**src/rtl/point_and_ary_pkg.sv**
```systemverilog
// Shared types for the serial-to-parallel point-AND operand loader.
// Build option POINT_AND_ARY_FLAG_EN adds the registered d0 flag.
package point_and_ary_pkg;

   localparam int N_DEF = 8;

   typedef enum logic {
      FILL = 1'b0,
      HOLD = 1'b1
   } ld_state_t;

   typedef logic [N_DEF-1:0] word_t;

   function automatic int clog2(input int v);
      int r;
      r = 0;
      for (int i = 0; i < 31; i++) begin
         if ((1 << i) < v) r = i + 1;
      end
      return r;
   endfunction

endpackage

```
**src/rtl/point_and_ary_loader_if.sv**
```systemverilog
// Bit-stream input and word output handshakes of the operand loader.
// Build option POINT_AND_ARY_FLAG_EN adds out_d0 to the bundle.
interface point_and_ary_loader_if #(
   parameter int N = 8
);
   logic         in_valid;
   logic         in_ready;
   logic         in_a;
   logic         in_b;
   logic         in_last;
   logic         out_valid;
   logic         out_ready;
   logic [N-1:0] out_a;
   logic [N-1:0] out_b;
   logic         out_short;
`ifdef POINT_AND_ARY_FLAG_EN
   logic         out_d0;

   modport slave (
      input  in_valid, in_a, in_b, in_last, out_ready,
      output in_ready, out_valid, out_a, out_b, out_short, out_d0
   );

   modport master (
      output in_valid, in_a, in_b, in_last, out_ready,
      input  in_ready, out_valid, out_a, out_b, out_short, out_d0
   );
`else
   modport slave (
      input  in_valid, in_a, in_b, in_last, out_ready,
      output in_ready, out_valid, out_a, out_b, out_short
   );

   modport master (
      output in_valid, in_a, in_b, in_last, out_ready,
      input  in_ready, out_valid, out_a, out_b, out_short
   );
`endif
endinterface

```
**src/rtl/point_and_ary_outreg.sv**
```systemverilog
// Output holding register: captures a finished word on load, clears on transfer.
// Build option POINT_AND_ARY_FLAG_EN adds the d0 bit to the held word.
module point_and_ary_outreg #(
   parameter int N = 8
) (
   input  logic         clk,
   input  logic         rst,
   input  logic         i_load,
   input  logic         i_ready,
   input  logic [N-1:0] i_a,
   input  logic [N-1:0] i_b,
   input  logic         i_short,
`ifdef POINT_AND_ARY_FLAG_EN
   input  logic         i_d0,
   output logic         o_d0,
`endif
   output logic         o_valid,
   output logic [N-1:0] o_a,
   output logic [N-1:0] o_b,
   output logic         o_short
);

   logic         r_valid;
   logic [N-1:0] r_a;
   logic [N-1:0] r_b;
   logic         r_short;

   // Load wins over transfer: a HOLD-cycle beat may close a new word
   always_ff @(posedge clk) begin
      if (rst) begin
         r_valid <= 1'b0;
         r_a     <= '0;
         r_b     <= '0;
         r_short <= 1'b0;
      end else if (i_load) begin
         r_valid <= 1'b1;
         r_a     <= i_a;
         r_b     <= i_b;
         r_short <= i_short;
      end else if (r_valid && i_ready) begin
         r_valid <= 1'b0;
      end
   end

`ifdef POINT_AND_ARY_FLAG_EN
   logic r_d0;

   always_ff @(posedge clk) begin
      if (rst) begin
         r_d0 <= 1'b0;
      end else if (i_load) begin
         r_d0 <= i_d0;
      end
   end

   assign o_d0 = r_d0;
`endif

   assign o_valid = r_valid;
   assign o_a     = r_a;
   assign o_b     = r_b;
   assign o_short = r_short;

endmodule

```
**src/rtl/point_and_ary_loader.sv**
```systemverilog
// Serial (a,b) bit-pair loader assembling N-bit operand words for point-AND.
// Build option POINT_AND_ARY_FLAG_EN adds out_d0 = &(out_a ^ out_b).
module point_and_ary_loader
   import point_and_ary_pkg::*;
#(
   parameter int N         = N_DEF,
   parameter bit LSB_FIRST = 1'b1
) (
   input logic                  clk,
   input logic                  rst,
   point_and_ary_loader_if.slave bus
);

   localparam int CW = clog2(N);

   ld_state_t    r_state;
   ld_state_t    w_next;
   logic [CW-1:0] r_cnt;
   logic [N-1:0] r_sh_a;
   logic [N-1:0] r_sh_b;

   logic          w_in_ready;
   logic          w_accept;
   logic          w_xfer;
   logic          w_first;
   logic          w_full;
   logic          w_close;
   logic          w_short;
   logic          w_load;
   logic [CW-1:0] w_pos;
   logic [N-1:0]  w_onehot;
   logic [N-1:0]  w_word_a;
   logic [N-1:0]  w_word_b;

   assign w_accept = bus.in_valid & w_in_ready;
   assign w_xfer   = bus.out_valid & bus.out_ready;
   assign w_first  = (r_cnt == '0);
   assign w_full   = (r_cnt == CW'(N - 1));
   assign w_close  = w_accept & (w_full | bus.in_last);
   assign w_short  = bus.in_last & ~w_full;

   assign w_pos    = LSB_FIRST ? r_cnt : (CW'(N - 1) - r_cnt);
   assign w_onehot = {{(N-1){1'b0}}, 1'b1} << w_pos;

   // Word start discards stale shadow bits so short words zero-fill
   assign w_word_a = (w_first ? '0 : r_sh_a)
                   | (bus.in_a ? w_onehot : '0);
   assign w_word_b = (w_first ? '0 : r_sh_b)
                   | (bus.in_b ? w_onehot : '0);

   always_ff @(posedge clk) begin
      if (rst) begin
         r_state <= FILL;
      end else begin
         r_state <= w_next;
      end
   end

   always_comb begin
      w_next = r_state;
      unique case (r_state)
         FILL: if (w_close) w_next = HOLD;
         HOLD: if (w_xfer) w_next = w_close ? HOLD : FILL;
      endcase
   end

   always_comb begin
      w_in_ready = 1'b1;
      w_load     = w_close;
      unique case (r_state)
         FILL: w_in_ready = 1'b1;
         HOLD: w_in_ready = bus.out_ready;
      endcase
   end

   always_ff @(posedge clk) begin
      if (rst) begin
         r_cnt  <= '0;
         r_sh_a <= '0;
         r_sh_b <= '0;
      end else if (w_accept) begin
         r_cnt  <= w_close ? '0 : r_cnt + 1'b1;
         r_sh_a <= w_word_a;
         r_sh_b <= w_word_b;
      end
   end

`ifdef POINT_AND_ARY_FLAG_EN
   logic r_f;
   logic w_f;
   logic w_d0;

   assign w_f  = (w_first | r_f) & (bus.in_a ^ bus.in_b);
   assign w_d0 = w_f & ~w_short;

   always_ff @(posedge clk) begin
      if (rst) begin
         r_f <= 1'b1;
      end else if (w_accept) begin
         r_f <= w_f;
      end
   end
`endif

   point_and_ary_outreg #(
      .N(N)
   ) u_outreg (
      .clk    (clk),
      .rst    (rst),
      .i_load (w_load),
      .i_ready(bus.out_ready),
      .i_a    (w_word_a),
      .i_b    (w_word_b),
      .i_short(w_short),
`ifdef POINT_AND_ARY_FLAG_EN
      .i_d0   (w_d0),
      .o_d0   (bus.out_d0),
`endif
      .o_valid(bus.out_valid),
      .o_a    (bus.out_a),
      .o_b    (bus.out_b),
      .o_short(bus.out_short)
   );

   assign bus.in_ready = w_in_ready;

endmodule
```
**src/flat_wrapper.sv**
```systemverilog
// flat-port wrapper written by rule: the top's interface ports become plain ports
module point_and_ary_loader_flat import point_and_ary_pkg::*;
#(
   parameter int N         = N_DEF,
   parameter bit LSB_FIRST = 1'b1
)
  (clk, rst, bus_in_valid, bus_in_a, bus_in_b, bus_in_last, bus_out_ready, bus_in_ready, bus_out_valid, bus_out_a, bus_out_b, bus_out_short);
  point_and_ary_loader_if #(.N(N)) bus_i ();
  input logic clk;
  input logic rst;
  input wire logic [$bits(bus_i.in_valid)-1:0] bus_in_valid;
  input wire logic [$bits(bus_i.in_a)-1:0] bus_in_a;
  input wire logic [$bits(bus_i.in_b)-1:0] bus_in_b;
  input wire logic [$bits(bus_i.in_last)-1:0] bus_in_last;
  input wire logic [$bits(bus_i.out_ready)-1:0] bus_out_ready;
  output wire logic [$bits(bus_i.in_ready)-1:0] bus_in_ready;
  output wire logic [$bits(bus_i.out_valid)-1:0] bus_out_valid;
  output wire logic [$bits(bus_i.out_a)-1:0] bus_out_a;
  output wire logic [$bits(bus_i.out_b)-1:0] bus_out_b;
  output wire logic [$bits(bus_i.out_short)-1:0] bus_out_short;
  assign bus_i.in_valid = bus_in_valid;
  assign bus_i.in_a = bus_in_a;
  assign bus_i.in_b = bus_in_b;
  assign bus_i.in_last = bus_in_last;
  assign bus_i.out_ready = bus_out_ready;
  assign bus_in_ready = bus_i.in_ready;
  assign bus_out_valid = bus_i.out_valid;
  assign bus_out_a = bus_i.out_a;
  assign bus_out_b = bus_i.out_b;
  assign bus_out_short = bus_i.out_short;
  point_and_ary_loader #(.N(N), .LSB_FIRST(LSB_FIRST)) u_core (.clk(clk), .rst(rst), .bus(bus_i));
endmodule
```
**config.mk**
```make
export PLATFORM = sky130hd
export DESIGN_NAME = point_and_ary_loader_flat
export DESIGN_NICKNAME = d
export VERILOG_FILES = /design/src/rtl/point_and_ary_pkg.sv /design/src/rtl/point_and_ary_loader_if.sv /design/src/rtl/point_and_ary_outreg.sv /design/src/rtl/point_and_ary_loader.sv /design/src/flat_wrapper.sv
export SDC_FILE = /design/constraint.sdc
export NUM_CORES = 1
export LEC_CHECK = 0
export CORE_ASPECT_RATIO = 0.9
export CORE_MARGIN = 2
export CORE_UTILIZATION = 52
export CTS_CLUSTER_SIZE = 10
export DETAILED_ROUTE_END_ITERATION = 7
export PLACE_DENSITY = 0.8
export SLEW_MARGIN = 0
export SYNTH_ARGS = -nofsm -noshare
export SYNTH_HDL_FRONTEND = slang
export SYNTH_SLANG_ARGS = --single-unit
```
**constraint.sdc**
```tcl
create_clock -name clk -period 1.9 [get_ports clk]
set_input_delay 0.19 -clock clk [delete_from_list [all_inputs] [get_ports clk]]
set_output_delay 0.19 -clock clk [all_outputs]
set_load 0.01 [all_outputs]
```
==> reports/qor.yml <==
grt_max_degree: 28
finalCriticalPeriod_ns: 1.80
min_path_type: "flip-flop to flip-flop"
cts_tree: "built"
track_usage_pct: 26.1
clock_skew_ns: 0.00347
hold_slack_ns: 0.468
synthToLayoutAreaGrowth_pct: 24.6
final_common_cell: "dfxtp_1"
diodes: 0
start_util_pct: 54.9
rows: 19
cp.required_ns: 2.19
p_leak_nw: 0.782
maxCapViolCount: 0
path_buf_inv: 1
htreeDepth: 2
synth_cells: 183
hpwl_um: 3000
yosysWarningCount: 0
yosys.area.top_type: "dfxtp_1"
grt_pass1_wl_um: 7340
rsz0062_at_grt: "false"
synth_edf_count: 0
critPathKind: "flip-flop to flip-flop"
synth_cell_type_count: 34
wl_per_cell_um: 17.0
viasPerCell: 6.14
nets: 227
postCtsSetupRepairBufs: 0
swShare_pct: 26.2
ir_drop_uv: 622
place_ws_ns: -0.161
path_cells: "ha_1, ha_1, buf_4, or2_4, or4_1, a21oi_1"
die_x_um: 64.2
synth_flop_cell: "dfxtp_1"
core_mm2: 0.00309
synth_top_area_share_pct: 44.9
slowest_delay_ns: 0.39
max_freq_mhz: 555
die-area_mm2: 0.00373
power_density_mw_per_mm2: 779
critPathCaptureType: "flip-flop"
grt_pass1_vias: 1644
drive_gt1_share_pct: 13.0
relSlewSlack_pct: 52.6
worst_pin_slew_ns: 0.707
clk_pin_slew_ns: 0.11
pwr-share-seq_pct: 51.7
cp_common_cell: "ha_1"
switchingPower_w: 0.000432
postRouteAntennaNets: 0
gp_congestion: 0.804
final_max_slew_viol_count: 0
p_int_w: 0.00121
setup_slack_ns: 0.0998
seq_area_frac_synth_pct: 44.9
place_area_mm2: 0.00202
fin_crit_sh_pct: 94.7
combPwrFrac_pct: 14.9
cts.repair.resized: 1
die_height_um: 58.2
hold_buffers: 0
vias: 1578
drt-initial-drc-count: 112
dr.pass1.iters: 4
finalHoldViolations: 0
clock-root-buffer: "clkbuf_4"
cts_buffer_depth: 2
arrival_ns: 2.09
drcViolationCount: 0
overflow: 0
finalSetupViolations: 0
clk_latency_ns: 0.35
top_level_ports: 26
outcome: "complete, no violations"
synth_area_leaders: "dfxtp_1 45%, a211oi_1 8.4%, ha_1 4.4%, a21oi_1 4.1%, a31oi_1 4.1%"
fin_area_mm2: 0.00211
synth_area_per_cell_um2: 9.26
synth_nets: 196
slowest_stage: "or4_1"
synth_seq_cells: 38
cts.sinks: 38
crit_family: "simple AND/OR/NAND/NOR gates"
total_power_w: 0.00165
numCtsBuffers: 5
numPortBuffers: 25
async_flop_share_pct: 0
routed_wl_um: 4360
clkPwrFrac_pct: 33.4
grt_antenna_before_repair: 0
mappedNetlistArea_mm2: 0.00170
final_cell_mix: "38 x dfxtp_1, 24 x clkdlybuf4s50_1, 19 x a211oi_1, 14 x a21oi_1, 14 x buf_4"
cp_max_fo: 4
worstSetupStartpointType: "flip-flop"
## metrics by stage
stage               instances  setup TNS [ns]  utilization, %
CTS                       257               0            68.2
floorplan                 183               0               -
global placement          249          -0.888            65.5
global route              257               0            68.4
finish                    257               0            68.4
detailed placement        249           -1.55            65.5
## final timing paths
check                        start          endpoint  slack (ns)  cells past startpoint
hold / removal    u_core.r_sh_a[0]  u_core.r_sh_a[0]        0.47                      2
setup / recovery   u_core.r_cnt[1]   u_core.r_cnt[2]         0.1                      6
hold reg to reg   u_core.r_sh_a[0]  u_core.r_sh_a[0]        0.47                      2
setup reg to reg   u_core.r_cnt[1]   u_core.r_cnt[2]         0.1                      6
## sequential cells by signal (all words and copies together) (netlist names)
| signal | flops |
|---|---|
| u_core.u_outreg.o_b | 8 |
| u_core.u_outreg.o_a | 8 |
| u_core.u_outreg.o_short | 1 |
| u_core.r_state | 1 |
| u_core.u_outreg.o_valid | 1 |
| u_core.r_cnt | 3 |
| u_core.r_sh_b | 8 |
| u_core.r_sh_a | 8 |
## synthesized netlist by cell type, drive strengths merged (4+ instances only)
| cell | n |
|---|---|
| dfxtp | 38 |
| a211oi | 19 |
| a21oi | 14 |
| o21ai | 13 |
| a31oi | 11 |
| buf | 10 |
| nand2 | 10 |
| a22oi | 9 |
| clkbuf | 6 |
| ha | 6 |
| mux2i | 5 |
| nand4 | 5 |
| and3 | 4 |
| inv | 4 |
| o22ai | 4 |
| o311ai | 4 |
## power groups by stage
stage	clock (W)	sequential [W]	combinational, W
after global routing	0.000594	0.000856	0.000265
after floorplan	0	0.000874	0.000138
after CTS	0.000550	0.000851	0.000244
after detailed placement	0	0.000869	0.000242
final	0.000551	0.000851	0.000245
after global placement	0	0.000867	0.000232
## layout make-up
type,instances,area (um2)
inverters,6,22.5
multi-input cells,123,831
clock inverters,3,40.0
flip-flops and latches,38,761
repair buffers,40,369
clock buffers,5,37.5
well taps,42,52.6
fillers,263,977
## tightest hold or removal path: cells and delay by family, from the launching register on
| family | cells | cell delay [ns] |
|---|---|---|
| muxes | 1 | 0.05 |
| DFF | 1 | 0.33 |
| and+or+nand+nor | 1 | 0.05 |
## per-layer routing
layer / track usage [%] / vias to the layer above / share of wire, %
met3: 7.57 / 7 / 6.4
met4: 14.0 / 0 / 1.7
li1: - / 759 / -
met1: 30.6 / 756 / 43
met5: 0 / - / 0
met2: 43.6 / 56 / 49
## logic make-up after synthesis
logic type / after synthesis / synth area share, %
compound gates: 78 / 30.0
fa+ha+maj: 6 / 4.43
flops: 38 / 44.9
mux: 5 / 2.95
buf+inv: 22 / 6.42
simple gates: 34 / 11.3
(Power assumes the default switching activity.)
